--- src/rtl/mips_pkg.sv ---
// Shared MIPS encoding definitions used by the control decoder and the
// instruction-memory program loader: opcode/funct constants, field widths
// and the symbolic op_sel enumeration.
package mips_pkg;

  localparam int unsigned INSTR_W  = 32;
  localparam int unsigned OPC_W    = 6;
  localparam int unsigned FUNCT_W  = 6;
  localparam int unsigned REG_W    = 5;
  localparam int unsigned SHAMT_W  = 5;
  localparam int unsigned IMM_W    = 16;
  localparam int unsigned TARGET_W = 26;
  localparam int unsigned OP_SEL_W = 4;

  // Primary opcodes
  localparam logic [OPC_W-1:0] OP_RTYPE = 6'b000000;
  localparam logic [OPC_W-1:0] OP_LW    = 6'b100011;
  localparam logic [OPC_W-1:0] OP_SW    = 6'b101011;
  localparam logic [OPC_W-1:0] OP_BEQ   = 6'b000100;
  localparam logic [OPC_W-1:0] OP_ADDI  = 6'b001000;
  localparam logic [OPC_W-1:0] OP_J     = 6'b000010;

  // R-type function codes
  localparam logic [FUNCT_W-1:0] FUNCT_ADD = 6'b100000;
  localparam logic [FUNCT_W-1:0] FUNCT_SUB = 6'b100010;
  localparam logic [FUNCT_W-1:0] FUNCT_AND = 6'b100100;
  localparam logic [FUNCT_W-1:0] FUNCT_OR  = 6'b100101;
  localparam logic [FUNCT_W-1:0] FUNCT_SLT = 6'b101010;

  // Symbolic operation select; codes 10..15 are illegal
  typedef enum logic [OP_SEL_W-1:0] {
    OPS_ADD  = 4'd0,
    OPS_SUB  = 4'd1,
    OPS_AND  = 4'd2,
    OPS_OR   = 4'd3,
    OPS_SLT  = 4'd4,
    OPS_LW   = 4'd5,
    OPS_SW   = 4'd6,
    OPS_BEQ  = 4'd7,
    OPS_ADDI = 4'd8,
    OPS_J    = 4'd9
  } op_sel_e;

  // Assemble an R-type word; shamt is always zero for the supported ops
  function automatic logic [INSTR_W-1:0] rtype_word(
    input logic [REG_W-1:0]   rs,
    input logic [REG_W-1:0]   rt,
    input logic [REG_W-1:0]   rd,
    input logic [FUNCT_W-1:0] funct
  );
    return {OP_RTYPE, rs, rt, rd, {SHAMT_W{1'b0}}, funct};
  endfunction

endpackage

--- src/rtl/instr_encoder.sv ---
// Combinational encoder: symbolic op_sel plus register/immediate/target
// fields -> 32-bit MIPS instruction word. Fields not used by an op are
// forced to zero. Illegal op_sel codes raise illegal_c and give word_c = 0.
// Ports:
//   op_sel    in  4   operation select
//   rs/rt/rd  in  5   register fields
//   imm       in  16  immediate / offset
//   target    in  26  jump target
//   word_c    out 32  encoded instruction
//   illegal_c out 1   op_sel is not a supported operation
module instr_encoder
  import mips_pkg::*;
(
  input  logic [OP_SEL_W-1:0] op_sel,
  input  logic [REG_W-1:0]    rs,
  input  logic [REG_W-1:0]    rt,
  input  logic [REG_W-1:0]    rd,
  input  logic [IMM_W-1:0]    imm,
  input  logic [TARGET_W-1:0] target,
  output logic [INSTR_W-1:0]  word_c,
  output logic                illegal_c
);

  always_comb begin
    word_c    = '0;
    illegal_c = 1'b0;
    case (op_sel)
      OPS_ADD:  word_c = rtype_word(rs, rt, rd, FUNCT_ADD);
      OPS_SUB:  word_c = rtype_word(rs, rt, rd, FUNCT_SUB);
      OPS_AND:  word_c = rtype_word(rs, rt, rd, FUNCT_AND);
      OPS_OR:   word_c = rtype_word(rs, rt, rd, FUNCT_OR);
      OPS_SLT:  word_c = rtype_word(rs, rt, rd, FUNCT_SLT);
      OPS_LW:   word_c = {OP_LW,   rs, rt, imm};
      OPS_SW:   word_c = {OP_SW,   rs, rt, imm};
      OPS_BEQ:  word_c = {OP_BEQ,  rs, rt, imm};
      OPS_ADDI: word_c = {OP_ADDI, rs, rt, imm};
      OPS_J:    word_c = {OP_J,    target};
      default:  illegal_c = 1'b1;
    endcase
  end

endmodule

--- src/rtl/imem_program_loader.sv ---
// Instruction-memory program loader. Accepts symbolic instructions over a
// valid/ready stream, encodes them and writes them to consecutive word
// addresses starting at 0. One word per two cycles (ACCEPT, WRITE).
// Optional build macro IMEM_LOADER_CHECKSUM_EN adds a running XOR checksum
// of all words written in the current load.
// Ports:
//   clk, reset            clock, asynchronous active-high reset
//   start                 begin a load (honoured in IDLE, DONE, ERROR)
//   in_valid / in_ready   instruction stream handshake
//   op_sel, rs, rt, rd,
//   imm, target, last     instruction fields, last marks final word
//   imem_we/addr/wdata    instruction-memory write port
//   busy, done, err       status levels
//   word_count            words written in the current load
//   checksum              XOR of words written (macro only)
module imem_program_loader
  import mips_pkg::*;
#(
  parameter int unsigned ADDR_W = 6,
  parameter int unsigned DEPTH  = 64
) (
  input  logic                clk,
  input  logic                reset,
  input  logic                start,
  input  logic                in_valid,
  output logic                in_ready,
  input  logic [OP_SEL_W-1:0] op_sel,
  input  logic [REG_W-1:0]    rs,
  input  logic [REG_W-1:0]    rt,
  input  logic [REG_W-1:0]    rd,
  input  logic [IMM_W-1:0]    imm,
  input  logic [TARGET_W-1:0] target,
  input  logic                last,
  output logic                imem_we,
  output logic [ADDR_W-1:0]   imem_addr,
  output logic [INSTR_W-1:0]  imem_wdata,
  output logic                busy,
  output logic                done,
  output logic                err,
  output logic [ADDR_W:0]     word_count
`ifdef IMEM_LOADER_CHECKSUM_EN
  ,
  output logic [INSTR_W-1:0]  checksum
`endif
);

  typedef enum logic [2:0] {
    S_IDLE   = 3'd0,
    S_ACCEPT = 3'd1,
    S_WRITE  = 3'd2,
    S_DONE   = 3'd3,
    S_ERROR  = 3'd4
  } state_e;

  state_e                state;
  logic [ADDR_W-1:0]     addr_cnt;
  logic                  last_q;
  logic [INSTR_W-1:0]    enc_word_c;
  logic                  enc_illegal_c;

  // Encoder sees the live fields; they are only captured on the handshake
  instr_encoder u_encoder (
    .op_sel    (op_sel),
    .rs        (rs),
    .rt        (rt),
    .rd        (rd),
    .imm       (imm),
    .target    (target),
    .word_c    (enc_word_c),
    .illegal_c (enc_illegal_c)
  );

  // Loader FSM with registered outputs; imem_wdata doubles as the word register
  always_ff @(posedge clk or posedge reset) begin
    if (reset) begin
      state      <= S_IDLE;
      addr_cnt   <= '0;
      last_q     <= 1'b0;
      in_ready   <= 1'b0;
      imem_we    <= 1'b0;
      imem_addr  <= '0;
      imem_wdata <= '0;
      busy       <= 1'b0;
      done       <= 1'b0;
      err        <= 1'b0;
      word_count <= '0;
`ifdef IMEM_LOADER_CHECKSUM_EN
      checksum   <= '0;
`endif
    end else begin
      case (state)
        S_IDLE, S_DONE, S_ERROR: begin
          if (start) begin
            state      <= S_ACCEPT;
            addr_cnt   <= '0;
            word_count <= '0;
            in_ready   <= 1'b1;
            busy       <= 1'b1;
            done       <= 1'b0;
            err        <= 1'b0;
`ifdef IMEM_LOADER_CHECKSUM_EN
            checksum   <= '0;
`endif
          end
        end

        S_ACCEPT: begin
          if (in_valid && in_ready) begin
            in_ready <= 1'b0;
            if (enc_illegal_c) begin
              state <= S_ERROR;
              busy  <= 1'b0;
              err   <= 1'b1;
            end else begin
              state      <= S_WRITE;
              last_q     <= last;
              imem_we    <= 1'b1;
              imem_addr  <= addr_cnt;
              imem_wdata <= enc_word_c;
            end
          end
        end

        S_WRITE: begin
          imem_we    <= 1'b0;
          addr_cnt   <= addr_cnt + ADDR_W'(1);
          word_count <= word_count + (ADDR_W+1)'(1);
`ifdef IMEM_LOADER_CHECKSUM_EN
          checksum   <= checksum ^ imem_wdata;
`endif
          if (last_q) begin
            state <= S_DONE;
            busy  <= 1'b0;
            done  <= 1'b1;
          end else if (addr_cnt == ADDR_W'(DEPTH - 1)) begin
            // Memory full without a last marker: the word still lands
            state <= S_ERROR;
            busy  <= 1'b0;
            err   <= 1'b1;
          end else begin
            state    <= S_ACCEPT;
            in_ready <= 1'b1;
          end
        end

        default: begin
          state    <= S_IDLE;
          in_ready <= 1'b0;
          imem_we  <= 1'b0;
          busy     <= 1'b0;
        end
      endcase
    end
  end

endmodule

--- config.mk ---
export PLATFORM = sky130hd
export DESIGN_NAME = imem_program_loader
export DESIGN_NICKNAME = d
export VERILOG_FILES = /design/src/rtl/mips_pkg.sv /design/src/rtl/instr_encoder.sv /design/src/rtl/imem_program_loader.sv
export SDC_FILE = /design/constraint.sdc
export NUM_CORES = 1
export LEC_CHECK = 0
export CORE_ASPECT_RATIO = 1.25
export CORE_MARGIN = 3
export CORE_UTILIZATION = 40
export CTS_CLUSTER_SIZE = 12
export DETAILED_ROUTE_END_ITERATION = 8
export GPL_TIMING_DRIVEN = 0
export HOLD_SLACK_MARGIN = 0.08
export PLACE_DENSITY = 0.76
export SLEW_MARGIN = 20
export SYNTH_ARGS = -nofsm -noshare
export SYNTH_HDL_FRONTEND = slang
export SYNTH_HIERARCHICAL = 1
export SYNTH_SLANG_ARGS = --single-unit
export TNS_END_PERCENT = 5
--- constraint.sdc ---
create_clock -name clk -period 1.82 [get_ports clk]
set_input_delay 0.273 -clock clk [delete_from_list [all_inputs] [get_ports clk]]
set_output_delay 0.273 -clock clk [all_outputs]
set_load 0.01 [all_outputs]
Yosys cells after proc, flatten, opt, wreduce, memory -nomap -nowiden
Cells that the tools add are included.

Output and inout port bits: 50. Input port bits: 66. Word-level logic and storage cells: 84. Register bits: 60.

Eq/ne operators: 23. Reduce and logical (&&, ||, !) cells: 15. Add/sub/neg operators: 2. Bitwise gates (word level): 1. Mux-type cells: 32.

Operators with widths (number): 32-bit case mux with 10 select lines (1); 4-bit by 3-bit equality test with 1-bit output, second input constant (4); 1-bit 2-to-1 mux (16); 2-bit inequality test, second input constant (8); 3-bit 2-to-1 mux (5); 7-bit case mux with 2 select lines (1); 6-bit case mux with 2 select lines (1); 10-bit OR reduction (1); 1-bit case mux with 3 select lines (3); 3-bit case mux with 3 select lines (1); 3-bit AND reduction (3); 4-bit by 2-bit equality test with 1-bit output, second input constant (2); 4-bit equality test, second input constant (2); 4-bit AND reduction (2); 7-bit by 1-bit adder with 7-bit output, second input constant (1); 7-bit 2-to-1 mux (1); 6-bit by 1-bit adder with 6-bit output, second input constant (1); 3-bit by 2-bit equality test with 1-bit output, second input constant (2); 6-bit equality test, second input constant (1); 6-bit 2-to-1 mux (1); 6-bit AND reduction (1); 4-bit by 1-bit equality test with 1-bit output, second input constant (1); 4-bit zero test (1); 1-bit case mux with 2 select lines (2); other kinds (10) (11).

Longest topological paths before layout
Word-level depth: 5. Depth in mapped cells: 7. Mapped depth without buffers: 5.

Hierarchy
Netlist, hierarchy kept.

Modules (own cells, without submodules): imem_program_loader (seq. area each 1501.4 µm², area each 2557.5 µm², cells an instance 199, times used 1); instr_encoder (seq. area each 0.0 µm², area each 579.3 µm², cells an instance 72, times used 1).

Least setup slack after synthesis
Ideal clock, no wire load.

Kind: input -> register. From: input op_sel[0]. To: register imem_wdata[11]. Library setup time: 127 ps. Arrival: 1554 ps. Stages: 6. Path buffers: 2. Setup slack: 138 ps. Data required time: 1693 ps. Path through: buf_2 > nor2_2 > mux2_4 > buf_6 > a221o_1 > mux2_1.

Elaborated cells between the ends (all ways): 13. Classes of those cells: 9 x eq/ne; 1 x mux; 3 x reduce/logical.

RTL lines: from (decl) (RTL line imem_program_loader.sv:27) `input logic [OP_SEL_W-1:0] op_sel,`; 4-bit equality test (tied with other cells) (RTL line instr_encoder.sv:27) `case (op_sel)`; 32-bit case mux with 10 select lines (*) (RTL line instr_encoder.sv:27); net enc_word_c[11] (RTL line imem_program_loader.sv:58) `logic [INSTR_W-1:0] enc_word_c;`; to (signal assigned) (RTL line imem_program_loader.sv:119) `imem_wdata <= enc_word_c;`; to (decl) (RTL line imem_program_loader.sv:36) `output logic [INSTR_W-1:0] imem_wdata,`.

The timed path passes the listed nets; every way through them passes the cells marked *. A chain may end at the register's enable or synchronous reset.

Worst setup path in the final report
From: register addr_cnt[0]. To: register busy.

Cells in the longest elaborated chain, start to end: 3.

RTL lines: from (decl) (RTL line imem_program_loader.sv:56) `logic [ADDR_W-1:0] addr_cnt;`; from (signal assigned) (RTL line imem_program_loader.sv:126) `addr_cnt <= addr_cnt + ADDR_W'(1);`; 6-bit equality test (RTL line imem_program_loader.sv:135) `end else if (addr_cnt == ADDR_W'(DEPTH - 1)) begin`; 3-bit inequality test (no source line); 4-bit AND reduction (no source line); to (signal assigned) (RTL line imem_program_loader.sv:133) `busy <= 1'b0;`; to (signal assigned) (RTL line imem_program_loader.sv:138) `busy <= 1'b0;`; to (signal assigned) (RTL line imem_program_loader.sv:150) `busy <= 1'b0;`; to (decl) (RTL line imem_program_loader.sv:37) `output logic busy,`.

No other way between the ends.

==> results.json <==
{
  "status": "complete, no violations",
  "clk_pin_slew_worst_paths_ns": 0.07,
  "wl_um": 8440,
  "p_int_mw": 3.89,
  "synth_ff_type": "dfrtp_1",
  "p_sw_frac": 0.319,
  "start_util": 0.419,
  "synth.top_cell.area_share": 0.479,
  "cts.sinks": 60,
  "layout.nets": 468,
  "grt_pass1_wl_um": 13800,
  "cts-root-buf": "clkbuf_8",
  "maxSlewViolCount": 0,
  "htreeDepth": 3,
  "drive_above_1_share": 0.148,
  "fin_area_sq_mm": 0.00468,
  "drc": 0,
  "p_clk_frac": 0.215,
  "rows": 35,
  "synth.distinct_cells": 54,
  "grt_pass1_vias": 2820,
  "p_per_area_mw_per_mm2": 1220,
  "die_h_um": 105,
  "ir_worst_vdd_v": 0.000636,
  "grt_remaining_overflow": 0,
  "dp.final_hpwl_um": 6290,
  "slew_headroom": 0.607,
  "antenna_found_initial": 0,
  "synth_edf_count": 0,
  "synthArstFlopShare": 1.00,
  "max_freq_ghz": 0.599,
  "vias": 2629,
  "wl_per_cell_um": 17.0,
  "synth_area_leader_cell": "dfrtp_1",
  "post-route-util": 0.625,
  "drt-initial-drc-count": 123,
  "finalHoldWorstSlack_ns": 0.227,
  "maxCapViolations": 0,
  "grtUsageTotal": 0.194,
  "via_per_inst": 5.29,
  "syn_inst": 271,
  "placed_area_sq_mm": 0.00441,
  "antenna_cells": 0,
  "synth.avg_cell_area_sq_um": 11.6,
  "yosysSeqAreaShare": 0.479,
  "seqCellArea_sq_mm": 0.00150,
  "yosysWarningCount": 6,
  "hp-class": "in -> async",
  "worstPathMaxFanout": 6,
  "pre_cts_ws_ns": -0.407,
  "grt_start_max_net_pins": 46,
  "power_mw": 5.71,
  "ios": 116,
  "fillers": 614,
  "netlist_top_cells_area": "dfrtp_1 48%, mux2_1 14%, a22o_1 3.9%",
  "cp-start-kind": "flop",
  "critPathCaptureType": "flop",
  "final.min_clock_period_ns": 1.67,
  "path_class": "reg -> reg",
  "synth_fp_nets": 339,
  "fp.dieW_um": 85.2,
  "core-area_sq_mm": 0.00749,
  "min_period_over_period": 0.917,
  "seq_power_share": 0.375,
  "switchingPower_mw": 1.82,
  "combPwrFrac": 0.411,
  "arrival_ns": 1.92,
  "final_antenna_net_count": 0,
  "tritoncts": "built",
  "setup_slack_ns": 0.151,
  "hold_viol_final": 0,
  "cts_buffers": 9,
  "multi_input_area_sq_mm": 0.00148,
  "gp_congestion": 0.831,
  "cts_buffer_depth": 2,
  "clock_latency_ns": 0.33,
  "synth.ff_latch_count": 60,
  "critPathRequiredTime_ns": 2.07,
  "rsz0062_at_grt": "false",
  "setup_viol": 0,
  "hold_buffers": 0,
  "netlist_top_cells_count": "60 x dfrtp_1, 39 x mux2_1, 21 x nand2_1, 14 x a22o_1, 14 x o21ai_1",
  "syn2layout_area_growth_pct": 49.2,
  "worst_pin_slew_ns": 0.587,
  "io_buffers": 113,
  "syn_area_sq_mm": 0.00314,
  "synth.most_common_cell": "dfrtp_1",
  "p_leak_nw": 2.10,
  "die_area_sq_mm": 0.00895,
  "skew_ns": 0.0109,
  "first_pass_iters": 4
}
layout by cell type (no fill, tap or decap), drive strengths merged, types with 2 or more instances in the layout:
cell type	Yosys	final
ha	2	2
and3	5	5
xor2	2	2
a21oi	8	8
clkinv	0	2
mux2i	4	4
inv	3	3
nand3	5	5
o21ai	19	19
mux2	41	41
a22o	20	20
o22ai	3	3
clkdlybuf4s50	0	111
clkbuf	1	14
nor3b	3	3
nand2b	3	3
dfrtp	60	60
o21a	2	2
a31oi	5	5
nor3	2	2
nor2b	3	3
and2	6	6
nand4	3	3
buf	18	22
a221o	6	6
o31ai	3	3
dlymetal6s2s	0	2
nand2	22	22
nor2	8	8
critical path, cell delays in order (launching register included):
cell and delay [ns]:
dfrtp_1 0.44, ha_1 0.25, and3_1 0.26, a311oi_1 0.43, o211ai_1 0.13, nand3_1 0.09
cell type report:
cell class | instances | area share
multi-input combinational | 189 | 0.317
tap | 92 | 0.0246
sequential | 60 | 0.321
inverter | 3 | 0.00294
clock buffer | 12 | 0.0331
clock inverter | 4 | 0.0102
timing repair buffer | 118 | 0.255
buffer | 19 | 0.0366
through the flow:
step           setup TNS (ns)  instances
6_report                    0        497
5_1_grt                     0        497
4_1_cts               -0.0317        493
3_5_place_dp           -13.31        477
3_3_place_gp           -72.73        476
2_1_floorplan               0        271
cells by family after synthesis:
family	share of synthesized area
muxes	0.161
other	0.00120
AOI/OAI and AO/OA	0.170
DFF	0.479
and+or+nand+nor	0.121
buffers and inverters	0.0542
xor gates and xnor gates	0.00559
adders and majority gates	0.00798
repair_timing:
item | in CTS | in global routing
endpoints found under the setup margin | 15 | 26
resized for setup | 3 | 6
pin swaps | 2 | 1
buffers inserted | 0 | 4
endpoints found under the hold margin | 0 | 0
flip-flops by register name, indices dropped and copies added, names as in the netlist, 3 cells and up:
name        count
imem_addr       6
state           3
imem_wdata     32
word_count      7
addr_cnt        6
routing by layer:
layer	up-vias	part of all wire	global-route usage
met1	1287	0.40	0.229
met3	15	0.035	0.0347
li1	1264	-	-
met5	-	0	0
met4	0	0.024	0.0792
met2	63	0.54	0.341
final timing paths:
path	start	end	slack (ns)	cells past startpoint
setup / recovery	addr_cnt[0]$_DFFE_PP0P_	busy$_DFFE_PP0P_	0.15	5
hold reg to reg	word_count[6]$_DFFE_PP0P_	word_count[6]$_DFFE_PP0P_	0.48	1
min in group clk	op_sel[3]	imem_wdata[2]$_DFFE_PP0P_	0.35	3
setup reg to reg	addr_cnt[0]$_DFFE_PP0P_	busy$_DFFE_PP0P_	0.15	5
max in group asynchronous	reset	imem_wdata[4]$_DFFE_PP0P_	1.11	3
hold / removal	reset	imem_addr[2]$_DFFE_PP0P_	0.23	2
power groups by stage:
stage,sequential [mW],combinational [mW],clock [mW]
3_5_place_dp,2.16,2.35,0
4_1_cts,2.14,2.37,1.25
3_3_place_gp,2.14,2.30,0
5_1_grt,2.21,2.53,1.32
6_report,2.14,2.34,1.22
2_1_floorplan,2.31,0.922,0
Note: power is estimated with default switching activity, not from simulation.
